## src/rtl/multicycle_control.sv

```systemverilog
// Main control FSM for the multicycle CPU datapath.
// Sequences FETCH/DECODE/execute states and drives ALU selects and write enables.
module multicycle_control #(
  parameter int          STATE_W  = 4,
  parameter logic [5:0]  OP_RTYPE = 6'b000000,
  parameter logic [5:0]  OP_LW    = 6'b100011,
  parameter logic [5:0]  OP_SW    = 6'b101011,
  parameter logic [5:0]  OP_BEQ   = 6'b000100,
  parameter logic [5:0]  OP_J     = 6'b000010,
  parameter logic [5:0]  OP_ADDI  = 6'b001000
) (
  input  logic               clk,
  input  logic               reset,
  input  logic [5:0]         opcode,
  input  logic [5:0]         funct,
  input  logic               zero,
  output logic [3:0]         alu_control,
  output logic               alu_src_A,
  output logic [1:0]         alu_src_B,
  output logic               pc_en,
  output logic [1:0]         pc_source,
  output logic               i_or_d,
  output logic               mem_read,
  output logic               mem_write,
  output logic               ir_write,
  output logic               reg_write,
  output logic               reg_dst,
  output logic               mem_to_reg,
  output logic               illegal_op,
  output logic [STATE_W-1:0] state
);

  typedef enum logic [STATE_W-1:0] {
    S_FETCH     = STATE_W'(0),
    S_DECODE    = STATE_W'(1),
    S_MEMADDR   = STATE_W'(2),
    S_MEMREAD   = STATE_W'(3),
    S_MEMWB     = STATE_W'(4),
    S_MEMWRITE  = STATE_W'(5),
    S_EXEC_R    = STATE_W'(6),
    S_RTYPE_WB  = STATE_W'(7),
    S_BRANCH    = STATE_W'(8),
    S_JUMP      = STATE_W'(9),
    S_ADDI_EXEC = STATE_W'(10),
    S_ADDI_WB   = STATE_W'(11)
  } state_t;

  localparam logic [3:0] ALU_ADD = 4'b0010;
  localparam logic [3:0] ALU_SUB = 4'b0110;
  localparam logic [3:0] ALU_AND = 4'b0000;
  localparam logic [3:0] ALU_OR  = 4'b0001;
  localparam logic [3:0] ALU_NOR = 4'b1100;
  localparam logic [3:0] ALU_SLL = 4'b1001;

  state_t state_q;
  state_t state_d;

  logic       funct_ok;
  logic [3:0] r_alu;
  logic       op_ok;
  logic       is_illegal;

  logic pc_write;
  logic branch_state;
  logic ir_write_raw;
  logic mem_write_raw;
  logic reg_write_raw;

  // Map R-type funct to an ALU code; unknown functs fall back to add.
  always_comb begin
    funct_ok = 1'b1;
    r_alu    = ALU_ADD;
    case (funct)
      6'b100000: r_alu = ALU_ADD;
      6'b100010: r_alu = ALU_SUB;
      6'b100100: r_alu = ALU_AND;
      6'b100101: r_alu = ALU_OR;
      6'b100111: r_alu = ALU_NOR;
      6'b000000: r_alu = ALU_SLL;
      default:   funct_ok = 1'b0;
    endcase
  end

  assign op_ok = (opcode == OP_RTYPE) || (opcode == OP_LW) ||
                 (opcode == OP_SW) || (opcode == OP_BEQ) ||
                 (opcode == OP_J) || (opcode == OP_ADDI);

  assign is_illegal = !op_ok ||
                      ((opcode == OP_RTYPE) && !funct_ok);

  // Next-state selection; stray encodings recover to FETCH.
  always_comb begin
    state_d = S_FETCH;
    case (state_q)
      S_FETCH: state_d = S_DECODE;
      S_DECODE: begin
        unique case (1'b1)
          (opcode == OP_LW),
          (opcode == OP_SW):     state_d = S_MEMADDR;
          (opcode == OP_RTYPE):  state_d = S_EXEC_R;
          (opcode == OP_BEQ):    state_d = S_BRANCH;
          (opcode == OP_J):      state_d = S_JUMP;
          (opcode == OP_ADDI):   state_d = S_ADDI_EXEC;
          default:               state_d = S_FETCH;
        endcase
      end
      S_MEMADDR:
        state_d = (opcode == OP_SW) ? S_MEMWRITE : S_MEMREAD;
      S_MEMREAD:   state_d = S_MEMWB;
      S_EXEC_R:    state_d = S_RTYPE_WB;
      S_ADDI_EXEC: state_d = S_ADDI_WB;
      default:     state_d = S_FETCH;
    endcase
  end

  // State register; reset snaps straight back to FETCH.
  always_ff @(posedge clk or posedge reset) begin
    if (reset) state_q <= S_FETCH;
    else       state_q <= state_d;
  end

  // Moore decode of datapath controls from the current state.
  always_comb begin
    alu_control   = ALU_ADD;
    alu_src_A     = 1'b0;
    alu_src_B     = 2'b00;
    pc_source     = 2'b00;
    i_or_d        = 1'b0;
    mem_read      = 1'b0;
    mem_write_raw = 1'b0;
    ir_write_raw  = 1'b0;
    reg_write_raw = 1'b0;
    reg_dst       = 1'b0;
    mem_to_reg    = 1'b0;
    illegal_op    = 1'b0;
    pc_write      = 1'b0;
    branch_state  = 1'b0;
    case (state_q)
      S_FETCH: begin
        mem_read     = 1'b1;
        ir_write_raw = 1'b1;
        alu_src_B    = 2'b01;
        pc_write     = 1'b1;
      end
      S_DECODE: begin
        alu_src_B  = 2'b10;
        illegal_op = is_illegal;
      end
      S_MEMADDR: begin
        alu_src_A = 1'b1;
        alu_src_B = 2'b10;
      end
      S_MEMREAD: begin
        mem_read = 1'b1;
        i_or_d   = 1'b1;
      end
      S_MEMWB: begin
        reg_write_raw = 1'b1;
        mem_to_reg    = 1'b1;
      end
      S_MEMWRITE: begin
        mem_write_raw = 1'b1;
        i_or_d        = 1'b1;
      end
      S_EXEC_R: begin
        alu_src_A   = 1'b1;
        alu_control = r_alu;
      end
      S_RTYPE_WB: begin
        reg_write_raw = funct_ok;
        reg_dst       = 1'b1;
      end
      S_BRANCH: begin
        alu_src_A    = 1'b1;
        alu_control  = ALU_SUB;
        pc_source    = 2'b01;
        branch_state = 1'b1;
      end
      S_JUMP: begin
        pc_source = 2'b10;
        pc_write  = 1'b1;
      end
      S_ADDI_EXEC: begin
        alu_src_A = 1'b1;
        alu_src_B = 2'b10;
      end
      S_ADDI_WB: begin
        reg_write_raw = 1'b1;
      end
      default: ;
    endcase
  end

  // Architectural writes are suppressed while reset is held.
  assign pc_en     = !reset & (pc_write | (branch_state & zero));
  assign ir_write  = !reset & ir_write_raw;
  assign mem_write = !reset & mem_write_raw;
  assign reg_write = !reset & reg_write_raw;
  assign state     = state_q;

endmodule
```

## config.mk

```make
export PLATFORM = sky130hd
export DESIGN_NAME = multicycle_control
export DESIGN_NICKNAME = d
export VERILOG_FILES = /design/src/rtl/multicycle_control.sv
export SDC_FILE = /design/constraint.sdc
export NUM_CORES = 1
export LEC_CHECK = 0
export BUFFER_PORTS_ARGS = -buffer_cell sky130_fd_sc_hd__buf_2
export CAP_MARGIN = 10
export CORE_MARGIN = 3
export CORE_UTILIZATION = 35
export DETAILED_ROUTE_END_ITERATION = 12
export HOLD_SLACK_MARGIN = 0.1
export PLACE_DENSITY = 0.68
export SLEW_MARGIN = 20
export SYNTH_ARGS = -nofsm -noshare
export SYNTH_HDL_FRONTEND = slang
export SYNTH_SLANG_ARGS = --single-unit
export TNS_END_PERCENT = 5
```

## constraint.sdc

```tcl
create_clock -name clk -period 2.05 [get_ports clk]
set_input_delay 0.41 -clock clk [delete_from_list [all_inputs] [get_ports clk]]
set_output_delay 0.41 -clock clk [all_outputs]
set_load 0.1 [all_outputs]
```

Word-level counts from Yosys, hierarchy flattened
Cells that the tools add are included.

operators by class
  eq/ne operators = 21
  multiplexer cells = 19
  bitwise gates (word level) = 6
  reduce and logical (&&, ||, !) cells = 21

operator list
  operator              number
  $eq A6 B6 Y1 const B  7
  $pmux W4 S5           2
  $pmux W4 S6           1
  $eq A4 B3 Y1 const B  4
  $eq A4 B4 Y1 const B  4
  $logic_not A6 Y1      2
  $mux W1               11
  $reduce_or A2 Y1      5
  $eq A4 B2 Y1 const B  2
  $pmux W2 S2           2
  $pmux W4 S2           1
  $eq A6 B2 Y1 const B  1
  $eq A6 B3 Y1 const B  1
  $eq A6 B4 Y1 const B  1
  $logic_or A1 B1 Y1    6
  $reduce_or A6 Y1      1
  $and A1 B1 Y1         5
  $eq A4 B1 Y1 const B  1
  $logic_not A4 Y1      1
  $reduce_or A4 Y1      1
  $logic_not A1 Y1      3
  $mux W3               1
  $reduce_or A3 Y1      1
  $pmux W1 S2           1
  2 further kinds       2

word-level totals
  register bits = 4
  bits of input ports = 15
  output and inout port bits = 22

Logic depth before layout (Yosys ltp)
  word-level depth = 9
  gate-level depth with buffers = 5
  gate-level depth less buffers = 4

Worst setup path after synthesis
Ideal clock, no wire load.

  kind = register -> output
  start = reg state_q[1] (netlist: state[1])
  end = out ir_write
  arrival = 5095 ps
  setup slack = -3455 ps
  stages on the path, launching flop included = 4
  path through = dfrtp_1 -> buf_2 -> nor4_1 -> and2_1

between the ends
  word-level cells in the longest chain between the ends = 3

ends and longest elaborated chain
  element                 line  RTL
  from (decl)             55    state_t state_q;
  from (signal assigned)  119   else state_q <= state_d;
  $logic_not A4 Y1        138   case (state_q)
  $mux W1                 138
  $and A1 B1 Y1           196   assign ir_write = !reset & ir_write_raw;
  to (decl)               25    output logic ir_write,

Every way passes these cells.

Final worst setup path
  start = reg state_q[0] (netlist: state[0])
  end = out alu_control[1]

between the ends
  word-level cells in the longest chain between the ends = 2
  elaborated cells between the ends (all ways) = 3
  those cells by class = 2 x eq/ne; 1 x mux

ends and longest elaborated chain
  element                                       line  RTL
  $eq A4 B4 Y1 or $eq A4 B3 Y1 (tied branches)  138
  $pmux W4 S2 *                                 138
  to (decl)                                     17    output logic [3:0] alu_control,

Every way passes the cells marked *; elsewhere a longest branch is shown, timed or not.

==> impl_results.md <==
- Worst Path Required: 1.64 ns
- CTS tree: done
- Tmin final: 2.20 ns
- RSZ-0062 raised after global routing: yes
- Initial antenna violation count: 0
- Count of final setup violators: 6
- Warnings, synthesis: 0
- Worst EP arrival: 1.79 ns
- Most common cell after layout, fill and taps aside: buf_2
- Total setup buffers inserted after CTS: 0
- DP Worst Slack: -0.124 ns
- Max reg flops: 4
- Die Ht: 47.6 um
- Top_reg_cell synth: dfrtp_1
- Placed Area: 1260 sq um
- Maxcap violations: 0
- Diodes inserted: 0
- Final Instance Area: 1330 sq um
- Critical Path End Type: output pin
- CP Class: flip-flop to output pin
- Worst clock skew: 0.00193 ns
- Syn_nets: 100
- Standby leakage power: 0.559 nW
- Final HPWL DP: 1830 um
- Final wirelength: 2330 um
- Synth unique cells: 36
- Most frequent cells in the layout: buf_2, buf_12, buf_4
- Final Wtd Congestion: 0.816
- Gr usage total: 0.236
- H-Tree Depth: 1
- Initial Util: 0.388
- Total power: 1.64 mW
- Synth async-reset ratio: 1.00
- Worst VDD drop: 1310 uV
- Final hold vios: 0
- Area share of the largest cell type after synthesis: 0.166
- Largest net degree at the start of global routing: 15
- Failing checks: negative setup slack
- Synth Cell Area: 604 sq um
- Die W: 47.6 um
- Layout cells sized above 1: 0.620
- Final Non-Filler Cells: 153
- Max Clk Rate: 454 MHz
- Seq/Total Area, Yosys: 0.166
- First-pass iteration count of the detailed router: 4
- Hold WC Path Type: input pin to asynchronous set/reset pin
- Top cells by area, synth: dfrtp_1, a21oi_1, nor3_1, o21ai_0, nor2_1
- CTS Buf Count: 3
- Tcrit/Tclk final: 1.07
- Final #Nets: 154
- Total gr overflow: 0
- Clk Latency, worst-skew pair: 0.25 ns
- Antenna Violating Nets Remaining: 0
- Slew @ Worst Pin: 0.486 ns
- Slew Limit Fails: 0
- CP Max Fanout: 4
- Clk buf depth: 2
- Slew margin rel.: 0.668
- Area delta synth->final: 120%
- Power density over cell area: 1230 nW/um^2
- Total number of vias: 875
- Vias in the first global route: 825
- Largest area contributor in the synthesized netlist: dfrtp_1
- Initial DRC count: 9
- Worst-path clk slew: 0.04 ns
- Port Buffers: 36
- Status: complete, but fails checks
- Syn Area/Cell: 7.11 sq um
- Row count: 14
- Routed WL per cell: 15.2 um
- First-pass GRT wire length: 3730 um
- Via-to-Cell Ratio: 5.72
- CTS root buf: clkbuf_4
- Drc violations: 0
- Worst setup margin: -0.151 ns
- Post-synth EDFFs: 0
- Syn Inst Count: 85
- Synth Register Bits: 4
- Worst setup SP type: flip-flop
- Cts hold-fix bufs: 0
- Core box area: 1560 sq um
- DIE AREA: 2260 sq um
- Placed cells: 150
- Ports: 37
- CTS sink cnt: 4
- Fin Setup TNS: -0.680 ns
-- through the flow --
| step | hold WS, ns | utilization |
|---|---|---|
| 4_1_cts | 0.115 | 0.850 |
| 3_5_place_dp | 0.377 | 0.807 |
| 3_3_place_gp | 0.366 | 0.807 |
| 5_1_grt | 0.118 | 0.855 |
| 6_report | 0.105 | 0.855 |
| 2_1_floorplan | 0.209 | - |
-- final timing paths --
path | from | to | slack (ns) | cells after the start
worst max-delay path | state[0] | alu_control[1] | -0.15 | 4
worst min-delay path | reset | state[0] | 0.11 | 2
worst max register to register | state[0] | state[1] | 0.38 | 5
worst min register to register | state[2] | state[3] | 0.65 | 2
max in group asynchronous | reset | state[3] | 1.70 | 2
min in group clk | state[2] | state[3] | 0.65 | 2
-- report_power, final --
part	internal (mW)	switching [mW]	leakage (nW)	total, mW
sequential	0.105	0.0110	0.0468	0.116
combinational	0.454	0.962	0.498	1.42
clock	0.0661	0.0412	0.0138	0.107
-- cell usage after synthesis, drive strengths merged (3+ instances only) --
library cell,n
or3,4
nand2b,4
inv,3
nand2,6
nor2b,4
buf,3
o21ai,6
a21oi,7
nor2,8
dfrtp,4
nor3,6
-- routing by layer --
metal	track usage	vias up	wire length, um
met5	0	-	0
li1	-	420	-
met4	0.118	0	65
met2	0.449	38	1270
met1	0.249	410	851
met3	0.0301	7	140
-- final cells by class --
type	instances	area, sq um
Multi-Input combinational cell	74	603
Timing Repair Buffer	53	563
Fill cell	84	226
Sequential cell	4	113
Clock buffer	3	22.5
Tap cell	16	20.0
Inverter	3	11.3
-- cell families (layout without fill, tap and decap cells) --
| family | after synthesis | in the layout | share of synthesized area |
|---|---|---|---|
| xor gates and xnor gates | 2 | 2 | 0.0290 |
| adders and majority gates | 1 | 1 | 0.0166 |
| and+or+nand+nor | 47 | 47 | 0.466 |
| AOI/OAI and AO/OA | 24 | 24 | 0.273 |
| DFF | 4 | 4 | 0.166 |
| buffers and inverters | 7 | 59 | 0.0497 |
-- repair_timing --
item                                    4_1_cts  5_1_grt
gates cloned                                  0        0
resized for setup                            10        2
endpoints found under the setup margin        9       10
pin swaps                                     4        2
-- worst max-delay path, cell delays in order (launching register included) --
cell and delay, ns:
dfrtp_4 0.46, nand2b_4 0.14, or4_4 0.54, o21bai_4 0.21, buf_12 0.18
No activity file was read; power rests on OpenSTA's default activity.
